<file path="config.mk">
export PLATFORM = sky130hd
export DESIGN_NAME = alu_cmd_issuer
export DESIGN_NICKNAME = d
export VERILOG_FILES = /design/src/rtl/alu_pkg.sv /design/src/rtl/alu_regfile.sv /design/src/rtl/alu_cmd_issuer.sv
export SDC_FILE = /design/constraint.sdc
export NUM_CORES = 1
export LEC_CHECK = 0
export CORE_MARGIN = 5
export CORE_UTILIZATION = 40
export CTS_BUF_LIST = sky130_fd_sc_hd__clkbuf_4 sky130_fd_sc_hd__clkbuf_8
export CTS_CLUSTER_DIAMETER = 30
export CTS_CLUSTER_SIZE = 30
export DETAILED_ROUTE_END_ITERATION = 12
export GPL_TIMING_DRIVEN = 0
export SLEW_MARGIN = 25
export SYNTH_ARGS = -nofsm -noshare
export SYNTH_HDL_FRONTEND = slang
export SYNTH_SLANG_ARGS = --single-unit
</file>
<file path="constraint.sdc">
create_clock -name clk -period 5.9 [get_ports clk]
set_clock_uncertainty 0.05 [all_clocks]
set_input_delay 0.59 -clock clk [delete_from_list [all_inputs] [get_ports clk]]
set_output_delay 0.59 -clock clk [all_outputs]
set_load 0.1 [all_outputs]
</file>
<file path="src/rtl/alu_pkg.sv">
// Shared ALU interface types: opcodes, flags, issuer FSM states and the request payload.
package alu_pkg;

  typedef enum logic [2:0] {
    OP_ADD  = 3'd0,
    OP_SUB  = 3'd1,
    OP_AND  = 3'd2,
    OP_OR   = 3'd3,
    OP_XOR  = 3'd4,
    OP_SLL  = 3'd5,
    OP_SRL  = 3'd6,
    OP_PASS = 3'd7
  } opcode_e;

  typedef struct packed {
    logic zero;
    logic carry;
    logic overflow;
    logic negative;
  } flags_t;

  typedef enum logic [1:0] {
    IDLE  = 2'd0,
    ISSUE = 2'd1,
    WAIT  = 2'd2
  } issuer_state_e;

  localparam int ALU_W = 32;

  typedef struct packed {
    opcode_e          op;
    logic [ALU_W-1:0] a;
    logic [ALU_W-1:0] b;
  } alu_req_t;

  // Only arithmetic ops produce meaningful carry/overflow; logic ops leave them alone.
  function automatic logic updates_carry(opcode_e op);
    return (op == OP_ADD) || (op == OP_SUB);
  endfunction

  function automatic logic updates_overflow(opcode_e op);
    return (op == OP_ADD) || (op == OP_SUB);
  endfunction

endpackage

</file>
<file path="src/rtl/alu_regfile.sv">
// NUM_REGS x WIDTH register file: three combinational read ports, load and writeback write ports.
module alu_regfile #(
  parameter int WIDTH    = 32,
  parameter int NUM_REGS = 8,
  localparam int REG_AW  = $clog2(NUM_REGS)
) (
  input  logic              clk,
  input  logic              rst,
  input  logic [REG_AW-1:0] rs1_addr,
  output logic [WIDTH-1:0]  rs1_data,
  input  logic [REG_AW-1:0] rs2_addr,
  output logic [WIDTH-1:0]  rs2_data,
  input  logic [REG_AW-1:0] dbg_addr,
  output logic [WIDTH-1:0]  dbg_data,
  input  logic              ld_en,
  input  logic [REG_AW-1:0] ld_addr,
  input  logic [WIDTH-1:0]  ld_data,
  input  logic              wb_en,
  input  logic [REG_AW-1:0] wb_addr,
  input  logic [WIDTH-1:0]  wb_data
);

  logic [WIDTH-1:0] regs [NUM_REGS];

  assign rs1_data = regs[rs1_addr];
  assign rs2_data = regs[rs2_addr];
  assign dbg_data = regs[dbg_addr];

  // NOTE: this array is reset because software relies on every register reading zero after
  // reset; that rules out block RAM, which is acceptable at this depth.
  always_ff @(posedge clk) begin
    if (rst) begin
      for (int i = 0; i < NUM_REGS; i++) regs[i] <= '0;
    end else begin
      if (ld_en) regs[ld_addr] <= ld_data;
      // Writeback is scheduled last so it overrides a same-address load.
      if (wb_en) regs[wb_addr] <= wb_data;
    end
  end

endmodule

</file>
<file path="src/rtl/alu_cmd_issuer.sv">
// ALU command initiator: reads operands, issues one request at a time, writes back result and flags.
// Define ALU_ISSUER_PERF_EN to add the perf_instr_cnt / perf_stall_cnt counters.
import alu_pkg::*;

module alu_cmd_issuer #(
  parameter int WIDTH    = 32,
  parameter int NUM_REGS = 8,
  localparam int REG_AW  = $clog2(NUM_REGS)
) (
  input  logic              clk,
  input  logic              rst,
  input  logic              instr_valid,
  output logic              instr_ready,
  input  logic [2:0]        instr_op,
  input  logic [REG_AW-1:0] instr_rd,
  input  logic [REG_AW-1:0] instr_rs1,
  input  logic [REG_AW-1:0] instr_rs2,
  input  logic              ld_en,
  input  logic [REG_AW-1:0] ld_addr,
  input  logic [WIDTH-1:0]  ld_data,
  output logic              alu_req_valid,
  input  logic              alu_req_ready,
  output logic [2:0]        alu_op,
  output logic [WIDTH-1:0]  alu_a,
  output logic [WIDTH-1:0]  alu_b,
  input  logic              alu_rsp_valid,
  input  logic [WIDTH-1:0]  alu_rsp_result,
  input  logic [3:0]        alu_rsp_flags,
  output logic [3:0]        flags_q,
  output logic              busy,
  input  logic [REG_AW-1:0] dbg_addr,
  output logic [WIDTH-1:0]  dbg_data
`ifdef ALU_ISSUER_PERF_EN
  ,
  output logic [31:0]       perf_instr_cnt,
  output logic [31:0]       perf_stall_cnt
`endif
);

  issuer_state_e     state, state_nxt;
  opcode_e           op_q;
  logic [REG_AW-1:0] rd_q;
  logic [WIDTH-1:0]  a_q, b_q;
  flags_t            flags_r;
  flags_t            rsp_flags;
  logic [WIDTH-1:0]  rs1_data, rs2_data;
  logic              accept, wb_en;

  assign accept    = (state == IDLE) && instr_valid;
  assign wb_en     = (state == WAIT) && alu_rsp_valid;
  assign rsp_flags = flags_t'(alu_rsp_flags);

  alu_regfile #(.WIDTH(WIDTH), .NUM_REGS(NUM_REGS)) u_regfile (
    .clk      (clk),
    .rst      (rst),
    .rs1_addr (instr_rs1),
    .rs1_data (rs1_data),
    .rs2_addr (instr_rs2),
    .rs2_data (rs2_data),
    .dbg_addr (dbg_addr),
    .dbg_data (dbg_data),
    .ld_en    (ld_en),
    .ld_addr  (ld_addr),
    .ld_data  (ld_data),
    .wb_en    (wb_en),
    .wb_addr  (rd_q),
    .wb_data  (alu_rsp_result)
  );

  // NOTE: sequential state uses non-blocking assignments so every flop samples pre-edge values.
  always_ff @(posedge clk) begin
    if (rst) state <= IDLE;
    else     state <= state_nxt;
  end

  // NOTE: default assignment first, so no path through the case leaves state_nxt unassigned
  // (which would infer a latch).
  always_comb begin
    state_nxt = state;
    unique case (state)
      IDLE:    if (instr_valid)   state_nxt = ISSUE;
      ISSUE:   if (alu_req_ready) state_nxt = WAIT;
      WAIT:    if (alu_rsp_valid) state_nxt = IDLE;
      default:                    state_nxt = IDLE;
    endcase
  end

  always_comb begin
    instr_ready   = (state == IDLE);
    alu_req_valid = (state == ISSUE);
    busy          = (state != IDLE);
  end

  // Operands are captured at accept; a same-cycle load to a source register is forwarded.
  always_ff @(posedge clk) begin
    if (rst) begin
      op_q    <= OP_ADD;
      rd_q    <= '0;
      a_q     <= '0;
      b_q     <= '0;
      flags_r <= '0;
    end else begin
      if (accept) begin
        op_q <= opcode_e'(instr_op);
        rd_q <= instr_rd;
        a_q  <= (ld_en && ld_addr == instr_rs1) ? ld_data : rs1_data;
        b_q  <= (ld_en && ld_addr == instr_rs2) ? ld_data : rs2_data;
      end
      if (wb_en) begin
        flags_r.zero     <= rsp_flags.zero;
        flags_r.negative <= rsp_flags.negative;
        if (updates_carry(op_q))    flags_r.carry    <= rsp_flags.carry;
        if (updates_overflow(op_q)) flags_r.overflow <= rsp_flags.overflow;
      end
    end
  end

  assign alu_op  = op_q;
  assign alu_a   = a_q;
  assign alu_b   = b_q;
  assign flags_q = flags_r;

`ifdef ALU_ISSUER_PERF_EN
  always_ff @(posedge clk) begin
    if (rst) begin
      perf_instr_cnt <= '0;
      perf_stall_cnt <= '0;
    end else begin
      if (wb_en)                           perf_instr_cnt <= perf_instr_cnt + 32'd1;
      if (alu_req_valid && !alu_req_ready) perf_stall_cnt <= perf_stall_cnt + 32'd1;
    end
  end
`endif

endmodule
</file>
==> results.sh <==
export IMPL_outcome="complete, no violations"
export IMPL_ctsHoldBuffers=0
export IMPL_rsz0062_at_grt="false"
export IMPL_place_congestion=0.946
export IMPL_htreeDepth=3
export IMPL_wl_per_cell_um=32.8
export IMPL_fin_setup_tns_ns=0
export IMPL_die_w_um=234
export IMPL_rr_worst_depth=4
export IMPL_powerDensity_mw_per_mm2=313
export IMPL_root_buffer="clkbuf_8"
export IMPL_cap_viol_max_count=0
export IMPL_drive_above_1_share=0.234
export IMPL_pin_count=198
export IMPL_ant_nets=0
export IMPL_ir_worst_vdd_mv=0.182
export IMPL_r2r_slack_ns=3.03
export IMPL_max_freq_mhz=215
export IMPL_crit_fanout=10
export IMPL_r2r_start="state[0]$_SDFFE_PP0P_"
export IMPL_grt_pass1_wl_um=128000
export IMPL_grt_antenna_before_repair=6
export IMPL_synthesis_area_mm2=0.0201
export IMPL_min_period_ns=4.66
export IMPL_min_from="ld_data[26]"
export IMPL_synth_ff_type="edfxtp_1"
export IMPL_hp_class="input pin to flip-flop"
export IMPL_placed_area_mm2=0.0226
export IMPL_worstMarginPinSlew_ns=1.23
export IMPL_ys_seq_area_frac=0.458
export IMPL_drt_iter0_drc=3448
export IMPL_nFillCells=4543
export IMPL_cts_sinks=332
export IMPL_async_flop_share=0
export IMPL_num_rows=82
export IMPL_final_period_utilization=0.789
export IMPL_slew_headroom=0.183
export IMPL_grt_max_degree=33
export IMPL_initial_core_util=0.402
export IMPL_syn_nets=1898
export IMPL_die_h_um=234
export IMPL_r2r_end="u_regfile.regs[7][23]$_DFFE_PP_"
export IMPL_end_kind="output pin"
export IMPL_clk_latency_ns=0.69
export IMPL_totalWireLength_um=91600
export IMPL_ctsLongestPathBuffers=3
export IMPL_design_area_mm2=0.0247
export IMPL_cts_resized=0
export IMPL_holdWs_ns=0.411
export IMPL_grtUsageTotal=0.327
export IMPL_nNetsFinal=2145
export IMPL_ys_warn_count=0
export IMPL_holdPathStages=3
export IMPL_die_area_mm2=0.0548
export IMPL_drv_slew=0
export IMPL_cts_setup_buffers=0
export IMPL_dp_hpwl_um=58300
export IMPL_finalHoldViolations=0
export IMPL_grt_ovfl_total=0
export IMPL_via_count=18716
export IMPL_ys_types=47
export IMPL_synth_edff_count=256
export IMPL_setup_viol=0
export IMPL_worstHoldEndpoint="u_regfile.regs[5][26]$_DFFE_PP_"
export IMPL_worstSetupPathType="input pin to output pin"
export IMPL_cts_reportedPaths_clkPinSlew_ns=0.05
export IMPL_worst_ep_arrival_time_ns=4.02
export IMPL_area_growth_pct=22.9
export IMPL_ys_ff_latch=332
export IMPL_seq_area_mm2=0.00921
export IMPL_drtPass1Iterations=8
export IMPL_synth_avg_cell_area_um2=11.1
export IMPL_multiInputGateArea_mm2=0.00986
export IMPL_cts_tree="yes"
export IMPL_syn_instance_count=1806
export IMPL_worstSetupStartpointType="input pin"
export IMPL_cts_buffers=86
export IMPL_power_leakage_nw=8.54
export IMPL_grt_pass1_vias=18068
export IMPL_core_mm2=0.0500
export IMPL_drc=0
export IMPL_required_ns=5.26
export IMPL_avgViaCountPerCell=6.69
export IMPL_numPortBuffers=154
-- sequential cells by signal, summed over array words and instances, names as in the netlist --
| name | flops |
|---|---|
| alu_a | 32 |
| alu_b | 32 |
| alu_op | 3 |
| flags_q | 4 |
| rd_q | 3 |
| state | 2 |
| u_regfile.regs | 256 |
-- cells in the final DEF, fill, tap and decap left out, types with 56 or more instances in the layout --
cell type        Yosys  routed
nand2_1            374     371
edfxtp_1           256     256
o21ai_0            225     225
mux4_2             168     168
clkdlybuf4s50_1      0     154
nand3_1             98      98
clkbuf_1            99      97
clkbuf_8             0      89
buf_2               84      84
dfxtp_1             76      76
a221o_1             64      64
mux2_2              56      56
-- synth_stat cells, types with 24 or more instances --
cell | n | area share
buf_2 | 84 | 0.021
nand2_1 | 374 | 0.070
o21ai_0 | 225 | 0.056
mux2i_1 | 36 | 0.018
a21oi_1 | 27 | 0.0067
dfxtp_1 | 76 | 0.076
o221ai_1 | 24 | 0.010
nand3_1 | 98 | 0.024
inv_1 | 34 | 0.0064
mux4_2 | 168 | 0.19
nor2_1 | 45 | 0.0084
a221o_1 | 64 | 0.032
mux2_2 | 56 | 0.031
edfxtp_1 | 256 | 0.38
clkbuf_1 | 99 | 0.018
o21ai_1 | 31 | 0.0077
-- metal layers --
| layer | global-route usage | part of all wire | vias up |
|---|---|---|---|
| li1 | - | - | 7390 |
| met1 | 0.415 | 0.34 | 8997 |
| met2 | 0.476 | 0.42 | 1861 |
| met3 | 0.126 | 0.16 | 456 |
| met4 | 0.195 | 0.071 | 12 |
| met5 | 0 | 0.00096 | - |
-- critical path, stage by stage --
cell             delay (ns)
clkbuf_1               0.75
clkbuf_1               0.89
mux4_2                 0.39
mux2_2                 0.22
clkdlybuf4s50_1        1.15
-- worst max-delay path by stage --
stage	start	depth (start not counted)	slack, ns	to
floorplan	state[1]$_SDFFE_PP0P_	2	2.61	busy
global placement	ld_addr[1]	6	1.05	u_regfile.regs[7][25]$_DFFE_PP_
detailed placement	dbg_addr[1]	5	1.52	dbg_data[31]
CTS	dbg_addr[1]	5	1.50	dbg_data[31]
global route	dbg_addr[1]	5	1.37	dbg_data[31]
finish	dbg_addr[1]	5	1.24	dbg_data[31]
-- report_power, final --
group          switching [W]  total [W]  internal [W]  leakage, nW
Clock                0.00129    0.00353       0.00224         1.03
Combinational        0.00100    0.00145      0.000447         4.24
Sequential         0.0000941    0.00274       0.00265         3.27
-- area by class of cell --
class                           count  area share
Multi-Input combinational cell   1235       0.399
Sequential cell                   332       0.373
Timing Repair Buffer              159      0.0665
Clock buffer                      100      0.0530
Buffer                            204      0.0379
Tap cell                          672      0.0341
Clock inverter                     59      0.0308
Inverter                           35     0.00532
Antenna cell                        1    0.000101
-- metrics by stage --
| stage | utilization | instances | setup slack [ns] | power [W] |
|---|---|---|---|---|
| global placement | 0.450 | 2632 | 1.05 | 0.00418 |
| floorplan | - | 1806 | 2.61 | 0.00373 |
| finish | 0.494 | 2797 | 1.24 | 0.00772 |
| global route | 0.494 | 2797 | 1.37 | 0.00787 |
| detailed placement | 0.453 | 2637 | 1.52 | 0.00420 |
| CTS | 0.494 | 2796 | 1.50 | 0.00768 |
-- logic make-up (layout without fill, tap and decap cells) --
family,count (synthesis),in the layout,share of synthesized area
compound gates,398,398,0.126
xor+xnor,6,6,0.00262
buf+inv,239,557,0.0530
flops,332,332,0.458
mux,260,260,0.238
other cells,0,1,0
simple gates,571,571,0.123
(Power assumes the default switching activity.)
==> edit, RTL diff (same settings) <==
The 3 states of `issuer_state_e` get a one-hot encoding in 3 bits.
--- a/src/rtl/alu_pkg.sv
+++ b/src/rtl/alu_pkg.sv
@@ -19,10 +19,10 @@
     logic negative;
   } flags_t;
 
-  typedef enum logic [1:0] {
-    IDLE  = 2'd0,
-    ISSUE = 2'd1,
-    WAIT  = 2'd2
+  typedef enum logic [2:0] {
+    IDLE  = 3'b001,
+    ISSUE = 3'b010,
+    WAIT  = 3'b100
   } issuer_state_e;
 
   localparam int ALU_W = 32;
Behaviour: same outputs for any inputs over 4 cycles, from zero or initial values and one cycle with rst high; so few cycles prove little.
==> edit against the original RTL <==
  * Sequential power about the same
  * Count of clock-buffer cells in the layout increased by 18
  * Sequential cell count increased by 1
  * Final area increased by 3.4%
  * Via count increased by 3.4%
  * Die area increased by 4.2%
  * Register-to-register slack got worse by 0.13 ns
  * Worst setup slack improved by 0.057 ns
  * Wire length increased by 6.7%
  * Total power increased by 2.8%
  * Synthesized area increased by 4.4%
  * Critical path type unchanged
  * Largest cell class unchanged
==> edit: results (changes against the original RTL) <==
The flow ran to the end, and the final reports show no timing, DRC or antenna violations. The logs give 10 (+2) for the number of detailed-routing iterations run before antenna repair and 118 (+18%) for the layout clock buffer count. For the cell count after placement, the log shows 2746 (+4.1%).

The post-layout worst setup margin was 1.30 ns (+0.0566 ns). The count of unique library cells instantiated by Yosys is 41 (-13%), and the area share of buffers outside the clock network is 10.5% (+0.022 points). The count of non-CTS buffers in the layout was 374 (+3.0%).

The fraction of area in registers is 36.1% (-1.2 points). By count the netlist is led by sky130_fd_sc_hd__nand2_1, sky130_fd_sc_hd__edfxtp_1, sky130_fd_sc_hd__o21ai_0. The depth of the worst register-to-register path was 5 (+1); the power consumption was 7.94 mW (+2.8%). The worst register-to-register path ends at u_regfile.regs[7][16].

The share of post-route cells with drive strength above 1 is 24.7% (+1.3 points). The violation count after the first detailed-route iteration was 3688 (+7.0%); the number of antenna cells inserted was 5 (+4). The tools report the number of cells produced by synthesis as 1927 (+6.7%).

The peak supply drop was 0.166 mV (-9.0%); the count of inverters other than clock inverters in the layout was 4 (-89%). The post-synthesis compound-gate area fraction was 11.3% (-1.3 points). The multi-input combinational gate total is 1349 (+9.2%), and the static leakage power is 8.92 nW (+4.5%). The number of buffers inserted during clock tree synthesis was 92 (+7.0%); the clock network power was 3.77 mW (+6.8%). The mux cell area share after synthesis is 24.7% (+0.92 points), and the global-route wire length before repair is 134 mm (+5.2%).

In this run the worst setup path terminates at dbg_data[9]. The initial antenna violation count is 10 (+4).
## edit: logic make-up after synthesis
group           Yosys count
compound gates          389
xor+xnor                  6
buf+inv                 245
flops                   333
mux                     298
simple gates            656
## edit: metal layers
metal,wire (um),share of wire (%),vias up,track usage [%]
li1,-,-,7655,-
met1,33400,34,9386,41.0
met4,6500,6.7,8,18.6
met5,73,0.075,-,0
met2,42700,44,1882,49.5
met3,15000,15,413,12.4
## edit: critical path, stage by stage
cell                              delay (ns)
sky130_fd_sc_hd__clkbuf_1               0.77
sky130_fd_sc_hd__clkbuf_1               0.87
sky130_fd_sc_hd__mux4_2                 0.42
sky130_fd_sc_hd__mux2_2                 0.31
sky130_fd_sc_hd__clkdlybuf4s50_1        0.98
## edit: through the flow
| step | instance area (um^2) | util [%] |
|---|---|---|
| after global routing | 25500 | 48.9 |
| after global placement | 23100 | 44.2 |
| after detailed placement | 23300 | 44.5 |
| after floorplan | 21000 | - |
| after CTS | 25500 | 48.8 |
| final | 25500 | 48.9 |
